**src/rtl/sim_uart_tx_if.sv**
```systemverilog
// sim_uart_tx_if: single-outstanding MMIO request/response bundle between a
// requester (CPU side, master) and the UART transmit device (slave).
//   req_valid  : request present            (master -> slave)
//   req_ready  : device can take a request  (slave  -> master)
//   req_wen    : 1 = write, 0 = read        (master -> slave)
//   req_addr   : byte offset, [3:2] decoded (master -> slave)
//   req_wdata  : write data, [7:0] used     (master -> slave)
//   resp_valid : response present           (slave  -> master)
//   resp_ready : requester takes response   (master -> slave)
//   resp_rdata : read data, 0 for writes    (slave  -> master)
interface sim_uart_tx_if;
  logic        req_valid;
  logic        req_ready;
  logic        req_wen;
  logic [3:0]  req_addr;
  logic [31:0] req_wdata;
  logic        resp_valid;
  logic        resp_ready;
  logic [31:0] resp_rdata;

  modport master (
    output req_valid, req_wen, req_addr, req_wdata, resp_ready,
    input  req_ready, resp_valid, resp_rdata
  );

  modport slave (
    input  req_valid, req_wen, req_addr, req_wdata, resp_ready,
    output req_ready, resp_valid, resp_rdata
  );
endinterface

```
**src/rtl/sim_uart_tx.sv**
```systemverilog
// sim_uart_tx: memory-mapped UART transmitter using uartlite register offsets.
// Bytes written to TX_FIFO are queued and drained one per uart_valid pulse,
// with DRAIN_GAP idle cycles after every emitted character.
//   clock      : sole clock, rising edge
//   reset      : asynchronous, active-high, clears all state
//   bus        : MMIO request/response port (sim_uart_tx_if.slave)
//   uart_valid : one-cycle pulse, uart_ch carries a character
//   uart_ch    : character byte
module sim_uart_tx #(
  parameter int FIFO_DEPTH = 16,
  parameter int DRAIN_GAP  = 0
) (
  input  logic          clock,
  input  logic          reset,
  sim_uart_tx_if.slave  bus,
  output logic          uart_valid,
  output logic [7:0]    uart_ch
);

  localparam int AW = $clog2(FIFO_DEPTH);
  localparam int GW = (DRAIN_GAP > 1) ? $clog2(DRAIN_GAP) : 1;
  localparam logic [AW:0]   DEPTH_C  = (AW + 1)'(FIFO_DEPTH);
  localparam logic [GW-1:0] GAP_LOAD = GW'((DRAIN_GAP > 0) ? DRAIN_GAP - 1 : 0);

  typedef enum logic [1:0] {
    IDLE = 2'd0,
    EMIT = 2'd1,
    GAP  = 2'd2
  } state_t;

  // FIFO storage and bookkeeping
  logic [7:0]    mem_r [FIFO_DEPTH];
  logic [AW-1:0] wr_ptr_r;
  logic [AW-1:0] rd_ptr_r;
  logic [AW:0]   count_r;
  logic          ovf_r;

  // response channel
  logic          resp_valid_r;
  logic [31:0]   resp_rdata_r;

  // drain FSM
  state_t        state_r;
  state_t        state_s;
  logic [GW-1:0] gap_cnt_r;
  logic [GW-1:0] gap_cnt_s;
  logic          uart_valid_r;
  logic [7:0]    uart_ch_r;

  // decoded request
  logic          accept_s;
  logic [1:0]    sel_s;
  logic          push_req_s;
  logic          flush_s;
  logic          full_s;
  logic          empty_s;
  logic          push_s;
  logic          pop_s;
  logic [31:0]   rdata_s;
  logic          unused_s;

  assign accept_s   = bus.req_valid && !resp_valid_r;
  assign sel_s      = bus.req_addr[3:2];
  assign push_req_s = accept_s && bus.req_wen && (sel_s == 2'd1);
  assign flush_s    = accept_s && bus.req_wen && (sel_s == 2'd3) && bus.req_wdata[0];
  // Full/empty come from the registered count, so a pop on the same edge
  // never makes room for a push.
  assign full_s     = (count_r == DEPTH_C);
  assign empty_s    = (count_r == {(AW + 1){1'b0}});
  assign push_s     = push_req_s && !full_s;
  assign unused_s   = ^{bus.req_addr[1:0], bus.req_wdata[31:8]};

  assign bus.req_ready  = !resp_valid_r;
  assign bus.resp_valid = resp_valid_r;
  assign bus.resp_rdata = resp_rdata_r;
  assign uart_valid     = uart_valid_r;
  assign uart_ch        = uart_ch_r;

  // Read data mux; STAT reports pre-edge FIFO state
  always_comb begin
    rdata_s = 32'd0;
    if (!bus.req_wen && (sel_s == 2'd2)) begin
      rdata_s = {27'd0, ovf_r, full_s, empty_s, 2'b00};
    end else begin
      rdata_s = 32'd0;
    end
  end

  // Response register: loads on accept, holds until the requester takes it
  always_ff @(posedge clock or posedge reset) begin
    if (reset) begin
      resp_valid_r <= 1'b0;
      resp_rdata_r <= 32'd0;
    end else if (accept_s) begin
      resp_valid_r <= 1'b1;
      resp_rdata_r <= rdata_s;
    end else if (resp_valid_r && bus.resp_ready) begin
      resp_valid_r <= 1'b0;
      resp_rdata_r <= 32'd0;
    end else begin
      resp_valid_r <= resp_valid_r;
      resp_rdata_r <= resp_rdata_r;
    end
  end

  // Drain FSM next state; a flush on the same edge suppresses any pop.
  // The last GAP cycle takes the IDLE decision directly so the character
  // period is exactly 1+DRAIN_GAP cycles.
  always_comb begin
    state_s   = state_r;
    gap_cnt_s = gap_cnt_r;
    pop_s     = 1'b0;
    case (state_r)
      IDLE: begin
        if (!empty_s && !flush_s) begin
          pop_s   = 1'b1;
          state_s = EMIT;
        end else begin
          state_s = IDLE;
        end
      end
      EMIT: begin
        if (DRAIN_GAP > 0) begin
          gap_cnt_s = GAP_LOAD;
          state_s   = GAP;
        end else if (!empty_s && !flush_s) begin
          pop_s   = 1'b1;
          state_s = EMIT;
        end else begin
          state_s = IDLE;
        end
      end
      GAP: begin
        if (gap_cnt_r != {GW{1'b0}}) begin
          gap_cnt_s = gap_cnt_r - GW'(1'b1);
          state_s   = GAP;
        end else if (!empty_s && !flush_s) begin
          pop_s   = 1'b1;
          state_s = EMIT;
        end else begin
          state_s = IDLE;
        end
      end
      default: begin
        state_s = IDLE;
      end
    endcase
  end

  // Drain FSM state, gap counter and registered character outputs
  always_ff @(posedge clock or posedge reset) begin
    if (reset) begin
      state_r      <= IDLE;
      gap_cnt_r    <= {GW{1'b0}};
      uart_valid_r <= 1'b0;
      uart_ch_r    <= 8'd0;
    end else begin
      state_r      <= state_s;
      gap_cnt_r    <= gap_cnt_s;
      uart_valid_r <= (state_s == EMIT);
      if (pop_s) begin
        uart_ch_r <= mem_r[rd_ptr_r];
      end else begin
        uart_ch_r <= uart_ch_r;
      end
    end
  end

  // FIFO pointers, occupancy and sticky overflow; flush overrides everything
  always_ff @(posedge clock or posedge reset) begin
    if (reset) begin
      wr_ptr_r <= {AW{1'b0}};
      rd_ptr_r <= {AW{1'b0}};
      count_r  <= {(AW + 1){1'b0}};
      ovf_r    <= 1'b0;
    end else if (flush_s) begin
      wr_ptr_r <= {AW{1'b0}};
      rd_ptr_r <= {AW{1'b0}};
      count_r  <= {(AW + 1){1'b0}};
      ovf_r    <= 1'b0;
    end else begin
      if (push_s) begin
        wr_ptr_r <= wr_ptr_r + AW'(1'b1);
      end else begin
        wr_ptr_r <= wr_ptr_r;
      end
      if (pop_s) begin
        rd_ptr_r <= rd_ptr_r + AW'(1'b1);
      end else begin
        rd_ptr_r <= rd_ptr_r;
      end
      count_r <= count_r + {{AW{1'b0}}, push_s} - {{AW{1'b0}}, pop_s};
      if (push_req_s && full_s) begin
        ovf_r <= 1'b1;
      end else begin
        ovf_r <= ovf_r;
      end
    end
  end

  // FIFO storage write port
  always_ff @(posedge clock or posedge reset) begin
    if (reset) begin
      for (int i = 0; i < FIFO_DEPTH; i++) begin
        mem_r[i] <= 8'd0;
      end
    end else if (push_s && !flush_s) begin
      mem_r[wr_ptr_r] <= bus.req_wdata[7:0];
    end else begin
      mem_r[wr_ptr_r] <= mem_r[wr_ptr_r];
    end
  end

endmodule
```
**src/flat_wrapper.sv**
```systemverilog
// flat-port wrapper written by rule: the top's interface ports become plain ports
module sim_uart_tx_flat 
#(
  parameter int FIFO_DEPTH = 16,
  parameter int DRAIN_GAP  = 0
)
  (clock, reset, uart_valid, uart_ch, bus_req_valid, bus_req_wen, bus_req_addr, bus_req_wdata, bus_resp_ready, bus_req_ready, bus_resp_valid, bus_resp_rdata);
  sim_uart_tx_if bus_i ();
  input  logic clock;
  input  logic reset;
  output logic uart_valid;
  output logic [7:0] uart_ch;
  input wire logic [$bits(bus_i.req_valid)-1:0] bus_req_valid;
  input wire logic [$bits(bus_i.req_wen)-1:0] bus_req_wen;
  input wire logic [$bits(bus_i.req_addr)-1:0] bus_req_addr;
  input wire logic [$bits(bus_i.req_wdata)-1:0] bus_req_wdata;
  input wire logic [$bits(bus_i.resp_ready)-1:0] bus_resp_ready;
  output wire logic [$bits(bus_i.req_ready)-1:0] bus_req_ready;
  output wire logic [$bits(bus_i.resp_valid)-1:0] bus_resp_valid;
  output wire logic [$bits(bus_i.resp_rdata)-1:0] bus_resp_rdata;
  assign bus_i.req_valid = bus_req_valid;
  assign bus_i.req_wen = bus_req_wen;
  assign bus_i.req_addr = bus_req_addr;
  assign bus_i.req_wdata = bus_req_wdata;
  assign bus_i.resp_ready = bus_resp_ready;
  assign bus_req_ready = bus_i.req_ready;
  assign bus_resp_valid = bus_i.resp_valid;
  assign bus_resp_rdata = bus_i.resp_rdata;
  sim_uart_tx #(.FIFO_DEPTH(FIFO_DEPTH), .DRAIN_GAP(DRAIN_GAP)) u_core (.clock(clock), .reset(reset), .bus(bus_i), .uart_valid(uart_valid), .uart_ch(uart_ch));
endmodule
```
**config.mk**
```make
export PLATFORM = sky130hd
export DESIGN_NAME = sim_uart_tx_flat
export DESIGN_NICKNAME = d
export VERILOG_FILES = /design/src/rtl/sim_uart_tx_if.sv /design/src/rtl/sim_uart_tx.sv /design/src/flat_wrapper.sv
export SDC_FILE = /design/constraint.sdc
export NUM_CORES = 1
export LEC_CHECK = 0
export ABC_AREA = 1
export BUFFER_PORTS_ARGS = -buffer_cell sky130_fd_sc_hd__buf_2
export CAP_MARGIN = 0
export CORE_UTILIZATION = 55
export DETAILED_ROUTE_END_ITERATION = 10
export GPL_TIMING_DRIVEN = 0
export MAX_ROUTING_LAYER = met4
export PLACE_DENSITY = 0.82
export SLEW_MARGIN = 10
export SYNTH_ARGS = -nofsm -noshare
export SYNTH_HDL_FRONTEND = slang
export SYNTH_SLANG_ARGS = --single-unit
```
**constraint.sdc**
```tcl
create_clock -name clock -period 9.5 [get_ports clock]
set_input_delay 0.95 -clock clock [delete_from_list [all_inputs] [get_ports clock]]
set_output_delay 0.95 -clock clock [all_outputs]
set_load 0.05 [all_outputs]
```
==> impl_metrics.py <==
metrics = {
    "synthesis": {
        "synth_cells": 1711,
        "seq_area_frac_synth_pct": 36.85,
        "yosysWarnings": 0,
        "synth_cell_types": 30,
        "synth_seq_cells": 155,
        "synth.cell_area_um2": 10530,
        "avgSynthCellArea_um2": 6.151,
    },
    "worst_setup_path": {
        "path_class": "reg -> reg",
        "required_ns": 9.86,
        "cp.arrival_ns": 3.62,
        "end_kind": "flip-flop",
        "worst_setup_path_start_kind": "flip-flop",
        "cp_max_fo": 11,
    },
    "clock_network": {
        "cts_tree": "built",
        "cts_resized": 0,
        "cts_max_level": 4,
        "post-cts-setup-buffers": 0,
        "clock_path_buffers": 2,
        "cts_buffers": 17,
        "postCtsHoldBufs": 0,
        "cts.clk_slew.worst_paths_ns": 0.06,
        "insertion_delay_ns": 0.44,
        "root_buffer": "clkbuf_16",
        "cts_sinks": 155,
    },
    "global_route": {
        "grt_pass1_wl_um": 55070,
        "antenna_found_initial": 0,
        "grt.total_usage_pct": 38.71,
        "grt_pass1_vias": 9893,
        "overflow": 0,
        "grt_max_degree": 80,
    },
    "timing": {
        "min_period_over_period_pct": 34.33,
        "setup_viol": 0,
        "period_minus_slack_ns": 3.261,
        "clock.fmax_mhz": 306.7,
        "hold_viol": 0,
        "final.setup_skew_ns": 0.01287,
        "tightest_slew_ns": 0.8635,
        "relSlewSlack_pct": 42.22,
        "rsz0062_at_grt": "false",
        "final_max_slew_viol_count": 0,
        "fin_tns_setup_ns": 0,
    },
    "detailed_routing": {
        "ant_nets": 0,
        "routed_wl_um": 35490,
        "drt_pass1_iterations": 6,
        "drc_errors": 0,
        "dr.first_iter.drc_count": 1220,
        "viasPerCell": 5.343,
        "route.met2.wl_um": 15760,
        "dr_total_vias": 10867,
        "highest_layer": "met4",
        "wl_per_cell_um": 17.45,
        "wl_met3_um": 3535,
        "drt-met1-wl_um": 14430,
    },
    "run_status": {
        "outcome": "finished, final reports clean",
    },
    "die": {
        "core_area_um2": 18710,
        "rows": 50,
        "die-area_um2": 19690,
        "io_pins": 84,
        "fp.dieH_um": 140.3,
        "die_w_um": 140.3,
        "start_util_pct": 56.27,
    },
    "layout": {
        "drive_gt1_share_pct": 9.611,
        "n_antenna_cell": 0,
        "final_area_um2": 11760,
        "finalNetCount": 1840,
        "final_cell_mix": "nand2_1 (876), inv_1 (283), nand3_1 (177)",
        "final_common_cell": "nand2_1",
        "fill_cells": 1732,
        "syn_to_final_growth_pct": 11.71,
    },
    "place": {
        "routabilityCongestion": 1.037,
        "post-dp-hpwl_um": 25600,
        "io_buffers": 28,
        "dpl_cell_area_um2": 11100,
    },
    "worst_hold_path": {
        "hold_class": "reg -> reg",
    },
    "power_and_ir_drop": {
        "max-vdd-ir-drop_mv": 0.2238,
        "p_int_uw": 2238,
        "p_sw_share_pct": 51.98,
        "p_comb_share_pct": 57.8,
        "p_seq_share_pct": 25.3,
        "pwr_density_cell_nw_per_um2": 396.4,
        "leakagePower_uw": 0.007523,
        "clock_power_share_pct": 16.8,
        "p_sw_uw": 2423,
    },
    "run": {
        "cap_violations": 0,
    },
}
## routing by layer
layer  track usage [%]  up-vias
met5                 -        -
met2             58.32      608
met1             49.45     5005
li1                  -     5142
met3             8.000      112
met4             19.43        0
## flip-flops by register name, indices dropped and copies added (netlist names)
| signal | cells |
|---|---|
| u_core.count_r | 5 |
| u_core.ovf_r | 1 |
| u_core.rd_ptr_r | 4 |
| u_core.uart_ch | 8 |
| u_core.bus.resp_rdata | 3 |
| u_core.mem_r | 128 |
| u_core.state_r | 1 |
| u_core.wr_ptr_r | 4 |
| u_core.bus.resp_valid | 1 |
## layout make-up
type	count	area, um2	share of cell area (%)
plain buffers	97	620.6	5.278
clock buffers	23	478.0	4.065
clock inverters	9	181.4	1.543
inverters	298	1126	9.578
multi-input cells	1189	5012	42.63
flip-flops and latches	155	3879	32.99
well taps	234	292.8	2.490
repair buffers	29	167.7	1.426
## power groups by stage
stage / Combinational, uW / Sequential [uW] / Clock (uW)
final: 2700 / 1180 / 784
after global routing: 2950 / 1210 / 810
after CTS: 2620 / 1170 / 785
after detailed placement: 2610 / 1180 / 0
after global placement: 2550 / 1170 / 0
after floorplan: 1750 / 1190 / 0
## through the flow
stage / utilization, % / cells / total power, uW / setup WS, ns / hold WS, ns
global route: 62.86 / 2034 / 4968 / 5.991 / 0.4900
floorplan: - / 1739 / 2942 / 4.372 / 0.4488
detailed placement: 59.33 / 2002 / 3786 / 6.002 / 0.4613
finish: 62.86 / 2034 / 4661 / 6.239 / 0.4742
global placement: 59.14 / 2001 / 3725 / 2.440 / 0.4602
CTS: 62.86 / 2034 / 4582 / 6.283 / 0.4787
## Yosys cell counts (all sizes together)
cell type    n  area [um2]
nand2      892        3428
inv        294        1104
nand3      177       885.9
dfrtp      155        3879
buf         79       553.0
nor2        32       155.1
clkbuf      18       67.56
a21oi       14       70.07
o21ai       13       65.06
ha          11       137.6
o211ai       8       60.06
nor3         5       30.03
clkinv       4       15.01
or2          2       12.51
a211oi       1       7.510
conb         1       3.750
fa           1       20.02
nand4        1       6.260
o21bai       1       7.510
xnor2        1       8.760
xor2         1       8.760
## worst max-delay path, cell delays in order (launching register included)
cell and delay, ns:
dfrtp_1 0.38, inv_1 0.08, ha_1 0.18, nand3_1 0.09, nor2_1 0.18, inv_1 0.14, nand2_1 0.32, inv_1 0.09
buf_2 0.21, ha_1 0.31, inv_1 0.06, ha_1 0.13, inv_1 0.06, fa_1 0.38, inv_1 0.10, a21oi_1 0.08
o21bai_1 0.15, o21ai_0 0.09, a21oi_1 0.15
## logic make-up (layout without fill, tap and decap cells)
logic type	count (synthesis)	in the layout	synth area share, %
buffers and inverters	395	456	16.52
XOR/XNOR	2	2	0.1665
other	1	29	0.03563
flip-flops	155	155	36.85
adder cells (fa/ha/maj)	12	12	1.498
AND/OR/NAND/NOR	1109	1109	42.93
AO/OA/AOI/OAI	37	37	1.997
## worst paths after layout
path / startpoint / endpoint / cells after the start / slack [ns]
worst max register to register: u_core.count_r[2] / u_core.count_r[4] / 18 / 6.24
min in group asynchronous: reset / u_core.mem_r[69] / 2 / 0.58
worst max-delay path: u_core.count_r[2] / u_core.count_r[4] / 18 / 6.24
worst min register to register: u_core.uart_ch[0] / u_core.uart_ch[0] / 2 / 0.47
max in group asynchronous: reset / u_core.mem_r[100] / 3 / 8.11
worst min-delay path: u_core.uart_ch[0] / u_core.uart_ch[0] / 2 / 0.47
Power figures use the tool's default switching activity.
